==> src/rtl/clk_divider.sv <==
// Integer clock divider with 50% duty cycle for even and odd ratios.
// Odd ratios stretch the high phase by half a cycle using a falling-edge flop.
module clk_divider #(
   parameter int unsigned DIVISOR = 15
) (
   input  logic i_clk,
   input  logic i_rst,
   output logic o_clk
);

   localparam int unsigned WIDTH = (DIVISOR > 1) ? $clog2(DIVISOR) : 1;

   generate
      if (DIVISOR < 1) begin : g_bad
         $error("clk_divider: DIVISOR must be >= 1");
         assign o_clk = 1'b0;
      end else if (DIVISOR == 1) begin : g_pass
         assign o_clk = i_clk & ~i_rst;
      end else begin : g_div
         localparam logic [WIDTH-1:0] LAST = WIDTH'(DIVISOR - 1);
         localparam logic [WIDTH-1:0] HIGH =
            WIDTH'((DIVISOR % 2 == 0) ? DIVISOR / 2 : (DIVISOR - 1) / 2);

         logic [WIDTH-1:0] cnt_q;
         logic [WIDTH-1:0] cnt_d;
         logic             a_q;
         logic             a_d;

         always_comb begin
            cnt_d = (cnt_q == LAST) ? '0 : cnt_q + 1'b1;
            a_d   = (cnt_d < HIGH);
         end

         // Reset parks the counter on LAST so the first edge starts a high phase
         always_ff @(posedge i_clk or posedge i_rst) begin
            if (i_rst) begin
               cnt_q <= LAST;
               a_q   <= 1'b0;
            end else begin
               cnt_q <= cnt_d;
               a_q   <= a_d;
            end
         end

         if (DIVISOR % 2 == 0) begin : g_even
            assign o_clk = a_q;
         end else begin : g_odd
            logic b_q;

            always_ff @(negedge i_clk or posedge i_rst) begin
               if (i_rst) begin
                  b_q <= 1'b0;
               end else begin
                  b_q <= a_q;
               end
            end

            assign o_clk = a_q | b_q;
         end
      end
   endgenerate

endmodule

==> config.mk <==
export PLATFORM = sky130hd
export DESIGN_NAME = clk_divider
export DESIGN_NICKNAME = d
export VERILOG_FILES = /design/src/rtl/clk_divider.sv
export SDC_FILE = /design/constraint.sdc
export NUM_CORES = 1
export LEC_CHECK = 0
export BUFFER_PORTS_ARGS = -buffer_cell sky130_fd_sc_hd__buf_2
export CAP_MARGIN = 10
export CORE_AREA = 2 2 39 41
export DETAILED_ROUTE_END_ITERATION = 10
export DIE_AREA = 0 0 41 43
export GPL_TIMING_DRIVEN = 0
export HOLD_SLACK_MARGIN = 0.03
export PLACE_DENSITY = 0.38
export SLEW_MARGIN = 20
export SYNTH_ARGS = -nofsm -noshare
export SYNTH_HDL_FRONTEND = slang
export SYNTH_SLANG_ARGS = --single-unit
export TNS_END_PERCENT = 5
==> constraint.sdc <==
create_clock -name i_clk -period 1.2 [get_ports i_clk]
set_input_delay 0 -clock i_clk [delete_from_list [all_inputs] [get_ports i_clk]]
set_output_delay 0 -clock i_clk [all_outputs]
set_load 0.01 [all_outputs]
# Word-level counts from Yosys, hierarchy flattened

Cells that the tools add are included.

Flip-flop bits (word level): 6
Bits in latches: 0
Bits in writable memories: 0
Memory bits (read-only): 0
Output and inout bits: 1
Word-level logic and storage cells: 8
Memories kept: 0

Add/sub/neg operators: 1
Multiply operators: 0
Divide/modulo/power cells: 0
Magnitude comparators: 1
Equal/unequal tests: 1
Shift-type cells: 0
Muxes and demuxes: 1
Bitwise operators: 1
Reductions and logical operators: 0

Operator list:

| operator                                           | count |
|---|---|
| adder 4 x 1 -> 4 bit, second input constant        | 1 |
| equality test 4 bit, second input constant         | 1 |
| < comparator 4 x 3 -> 1 bit, second input constant | 1 |
| 2-to-1 mux 4 bit                                   | 1 |
| OR 1 bit                                           | 1 |

# Logic depth before layout (Yosys ltp)

Gate-level depths: netlist of run 1.

Word-level depth: 3
Gate-level depth with buffers: 2
Mapped depth without buffers: 2

==> impl_metrics.yaml, run 1 <==
finish:
  finalNetCount: 28
  multi_input_area_sq_um: 88.8
  final_cells: 41
  diodes: 0
  areaGrowthSynthToFinish_pct: 30.8
  seqCellArea_sq_um: 154
  utilization: 0.231
  layout-drive-gt1-share: 0.480
  final_cell_mix: "clkbuf_4 (3), dfstp_2 (3), nor2b_1 (2), dfrtp_1 (2)"
  nFillCells: 151
global_route:
  grt_usage: 0.0636
  grt_pass1_vias: 154
  grt_max_degree: 7
  grt_antenna_before_repair: 0
  globalRouteOverflowTotal: 0
  grt_pass1_wl_um: 655
synth:
  synthCells: 18
  synth.ff_latch_count: 6
  synth_mux_area_frac: 0.0872
  avgSynthCellArea_sq_um: 13.6
  yosys.area.top_type: "dfstp_2"
  synth_area_leaders: "dfstp_2 (32%), dfrtp_1 (21%), dfrtn_1 (10%), nor2b_1 (5.1%), mux2_1 (4.6%)"
  synth_area_sq_um: 244
  synth_compound_area_frac: 0.128
  synth_nets: 20
  synthAdderAreaFrac: 0
  yosys_warnings: 0
  synthDistinctLibCells: 14
  synth-xor-area-share: 0.0359
  synth_top_family_by_area: "compound AO/OA/AOI/OAI gates"
  yosys.area_share.simple: 0.103
  synth.top_cell.area_share: 0.323
  yosysSeqAreaShare: 0.631
pwr:
  power_w: 0.000415
  leakagePower_nw: 0.125
  power_density_nw_per_um2: 1300
  ir_worst_vdd_mv: 0.560
critical_path:
  critPathMaxStageDelay_ns: 0.33
  r2r_slack_ns: 0.08
  crit_arrival_ns: 1.52
  path_cells: "or2_4 -> buf_6"
  critPathMaxFanout: 1
  path_class: "flip-flop to output port"
  endpoint_kind: "output port"
  worstRegToRegCells: 0
  critPathLaunchType: "flip-flop"
  reg2reg_from: "g_div.a_q$_DFF_PP0_"
  crit_slowest_cell: "dfrtn_1"
  reg2reg_to: "g_div.g_odd.b_q$_DFF_NP0_"
  crit_required_ns: 1.20
clock_network:
  htree_levels: 1
  root_buffer: "clkbuf_4"
  clk-insertion-delay-late_ns: 0.25
  cts_tree: "built"
  cts_buffer_depth: 2
  clk_pin_slew_worst_paths_ns: 0.05
  cts.sinks: 6
  cts_made_buffers: 3
sta:
  hold_viol_final: 0
  worstMarginPinSlew_ns: 0.234
  timing.hold.ws_ns: 0.211
  slew_viol_final: 0
  setup_violations: 1
  rsz0062_at_grt: "yes"
  final.setup.worst_slack_ns: -0.319
  skew_ns: 0.0120
  relSlewSlack: 0.844
hold_path:
  hold_class: "input port to asynchronous set/reset pin"
route:
  route.detailed.drc: 0
  ant_nets: 0
  routed_wl_um: 375
  num_vias: 158
  via_per_inst: 3.85
  routedWlPerCell_um: 9.15
  drt-initial-drc-count: 2
  drt-pass1-iter-count: 2
floorplan:
  dieWidth_um: 41
  num_io_pins: 3
  chipHeight_um: 43
  die_area_sq_um: 1760
  start_util: 0.176
  coreArea_sq_um: 1380
  rows: 14
place:
  gp_congestion: 0.639
  place_hpwl_um: 260
  numPortBuffers: 2
  dp.cells: 36
status:
  status: "complete, but fails checks"
  violations: "negative setup slack"
job:
  cap_violations: 0
[area by class of cell]
| type | count | share of cell area |
|---|---|---|
| Tap cell | 16 | 0.0627 |
| Clock buffer | 4 | 0.0824 |
| Multi-Input combinational cell | 11 | 0.278 |
| Inverter | 1 | 0.0118 |
| Timing Repair Buffer | 3 | 0.0824 |
| Sequential cell | 6 | 0.482 |
[metrics by stage]
stage	instance area, sq um	TNS [ns]	setup slack (ns)
after global routing	319	-0.358	-0.358
final	319	-0.319	-0.319
after floorplan	246	0	0.0469
after CTS	319	-0.334	-0.334
after detailed placement	277	-0.0826	-0.0826
after global placement	277	-0.0745	-0.0745
[cell usage after synthesis (all sizes together)]
| cell type | n |
|---|---|
| xor2 | 1 |
| nor2b | 2 |
| nand2 | 1 |
| dfrtn | 1 |
| inv | 1 |
| a31oi | 1 |
| dfrtp | 2 |
| mux2 | 1 |
| dfstp | 3 |
| o21ai | 1 |
| or2 | 1 |
| mux2i | 1 |
| a22o | 1 |
| a21bo | 1 |
[flip-flops by register name, indices dropped and copies added (netlist names)]
signal / cells
g_div.a_q: 1
g_div.cnt_q: 4
g_div.g_odd.b_q: 1
[layer usage]
metal  wire length, um  global-route usage  vias to the layer above  share of wire
li1                  -                   -                       76              -
met1               144              0.0656                       76           0.38
met2               182              0.0781                        6           0.49
met3                48              0.0785                        0           0.13
met4                 0              0.0200                        0              0
met5                 0                   0                        -              0
[report_power, final]
group / switching [W] / internal, W
Sequential: 0 / 0.000204
Clock: 0.0000775 / 0.000126
Combinational: 0.00000455 / 0.00000349
[how the worst max path moves through the flow]
stage,start,to,slack [ns],cells after the start
after floorplan,g_div.g_odd.b_q$_DFF_NP0_,o_clk,0.05,1
after global placement,g_div.g_odd.b_q$_DFF_NP0_,o_clk,-0.07,2
after detailed placement,g_div.g_odd.b_q$_DFF_NP0_,o_clk,-0.08,2
after CTS,g_div.g_odd.b_q$_DFF_NP0_,o_clk,-0.33,2
after global routing,g_div.g_odd.b_q$_DFF_NP0_,o_clk,-0.36,2
final,g_div.g_odd.b_q$_DFF_NP0_,o_clk,-0.32,2
[logic make-up after synthesis]
kind of cell,after synthesis
AOI/OAI and AO/OA,4
xor gates and xnor gates,1
buffers and inverters,1
DFF,6
muxes,2
and+or+nand+nor,4
[worst max-delay path: cells and delay by family, from the launching register on]
kind	cells	cell delay [ns]
and+or+nand+nor	1	0.22
DFF	1	0.33
buffers and inverters	1	0.12
[what timing repair did]
item | 4_1_cts | 5_1_grt
setup buffers | 0 | 0
hold endpoints to repair | 5 | 0
gates resized for setup | 1 | 0
hold buffers | 1 | 0
pin swaps | 1 | 0
endpoints found under the setup margin | 1 | 1
Note: power is estimated with default switching activity, not from simulation.
==> run 2: changes to the inputs <==
CORE_AREA = 4 4 41 43   (was 2 2 39 41)
DIE_AREA = 0 0 45 47   (was 0 0 41 43)
==> impl_metrics.yaml, run 2 (synthesis gave the netlist of run 1 again) <==
status:
  status: "complete, but fails checks"
  violations: "negative setup slack"
floorplan:
  coreArea_sq_um: 1300
  die_area_sq_um: 2120
  dieWidth_um: 45
  start_util: 0.188
  chipHeight_um: 47
  num_io_pins: 3
  rows: 13
sta:
  setup_violations: 1
  timing.hold.ws_ns: 0.219
  skew_ns: 0.0124
  relSlewSlack: 0.838
  worstMarginPinSlew_ns: 0.242
  hold_viol_final: 0
  slew_viol_final: 0
  final.setup.worst_slack_ns: -0.308
  rsz0062_at_grt: "yes"
clock_network:
  root_buffer: "clkbuf_4"
  clk-insertion-delay-late_ns: 0.25
  htree_levels: 1
  cts.sinks: 6
  cts_buffer_depth: 2
  postCtsSetupRepairBufs: 0
  cts_made_buffers: 3
  clk_pin_slew_worst_paths_ns: 0.05
  cts_tree: "built"
critical_path:
  reg2reg_to: "g_div.g_odd.b_q$_DFF_NP0_"
  crit_arrival_ns: 1.51
  crit_buf_inv: 1
  crit_end: "o_clk"
  critPathLaunchType: "flip-flop"
  r2r_slack_ns: 0.09
  path_depth: 2
  critPathMaxStageDelay_ns: 0.32
  crit_required_ns: 1.20
  path_cells: "or2_4 -> buf_6"
  crit_slowest_cell: "dfrtn_1"
  worstRegToRegCells: 0
  reg2reg_from: "g_div.a_q$_DFF_PP0_"
  worstSetupStartpoint: "g_div.g_odd.b_q$_DFF_NP0_"
  critPathMaxFanout: 1
  path_class: "flip-flop to output port"
  endpoint_kind: "output port"
  cp_top_family: "flip-flops"
global_route:
  grt_max_degree: 7
  grt_pass1_wl_um: 565
  grt_antenna_before_repair: 0
  grt_usage: 0.0445
  grt_pass1_vias: 140
  globalRouteOverflowTotal: 0
pwr:
  power_w: 0.000409
  power_density_nw_per_um2: 1290
  ir_worst_vdd_mv: 0.785
  leakagePower_nw: 0.125
route:
  drt-pass1-iter-count: 2
  ant_nets: 0
  route.detailed.drc: 0
  num_vias: 151
  routedWlPerCell_um: 8.20
  routed_wl_um: 328
  drt-initial-drc-count: 1
  via_per_inst: 3.78
job:
  cap_violations: 0
hold_path:
  hold_class: "input port to asynchronous set/reset pin"
finish:
  largest_register_ffs: 4
  diodes: 0
  final_cell_mix: "clkbuf_4 (3), dfstp_2 (3), nor2b_1 (2), dfrtp_1 (2)"
  layout-drive-gt1-share: 0.480
  finalNetCount: 28
  largest-register: "g_div.cnt_q"
  areaGrowthSynthToFinish_pct: 30.3
  biggestRegsByFlops: "g_div.cnt_q x4, g_div.a_q x1, g_div.g_odd.b_q x1"
place:
  numPortBuffers: 2
  gp_congestion: 0.677
  place_hpwl_um: 227
  place_ws_ns: -0.0739
-- run 2: cell counts in the layout (fill, tap and decap cells not counted) --
Identical to the previous run, type by type.
-- run 2: area by class of cell --
type | count | area, sq um
Tap cell | 15 | 18.8
Clock buffer | 4 | 26.3
Timing Repair Buffer | 3 | 26.3
Fill cell | 142 | 983
Multi-Input combinational cell | 11 | 88.8
Inverter | 1 | 3.75
Sequential cell | 6 | 154
-- run 2: per-layer routing --
metal,up-vias,track usage,share of wire
li1,74,-,-
met2,6,0.0480,0.38
met3,0,0.0690,0.16
met4,0,0,0
met5,-,0,0
met1,71,0.0486,0.46
-- run 2: worst min-delay path by stage --
stage | from | end
after global placement | i_rst | g_div.a_q$_DFF_PP0_
after detailed placement | i_rst | g_div.a_q$_DFF_PP0_
after floorplan | i_rst | g_div.a_q$_DFF_PP0_
after CTS | i_rst | g_div.cnt_q[0]$_DFF_PP0_
after global routing | i_rst | g_div.cnt_q[0]$_DFF_PP0_
final | i_rst | g_div.cnt_q[0]$_DFF_PP0_
-- run 2: metrics by stage --
stage / setup TNS, ns / cells / cell area, sq um / util
6_report: -0.308 / 40 / 318 / 0.244
5_1_grt: -0.344 / 40 / 318 / 0.244
4_1_cts: -0.322 / 40 / 318 / 0.244
3_5_place_dp: -0.0739 / 35 / 275 / 0.212
3_3_place_gp: -0.0723 / 35 / 275 / 0.212
2_1_floorplan: 0 / 18 / 246 / -
-- run 2: worst min-delay path: stages --
cell and delay [ns]:
dlygate4sd3_1 0.53, buf_2 0.12, inv_1 0.19
-- run 2: what timing repair did --
action                                  CTS  global route
gates resized for setup                   1             0
pin swaps                                 1             0
hold buffers                              1             0
endpoints found under the hold margin     5             0
endpoints found under the setup margin    1             1
-- run 2: where the power goes --
part | total (W) | internal [W] | switching [W] | leakage, nW
logic | 0.00000814 | 0.00000348 | 0.00000466 | 0.0472
registers | 0.000204 | 0.000204 | 0 | 0.0632
clock network | 0.000198 | 0.000126 | 0.0000718 | 0.0150
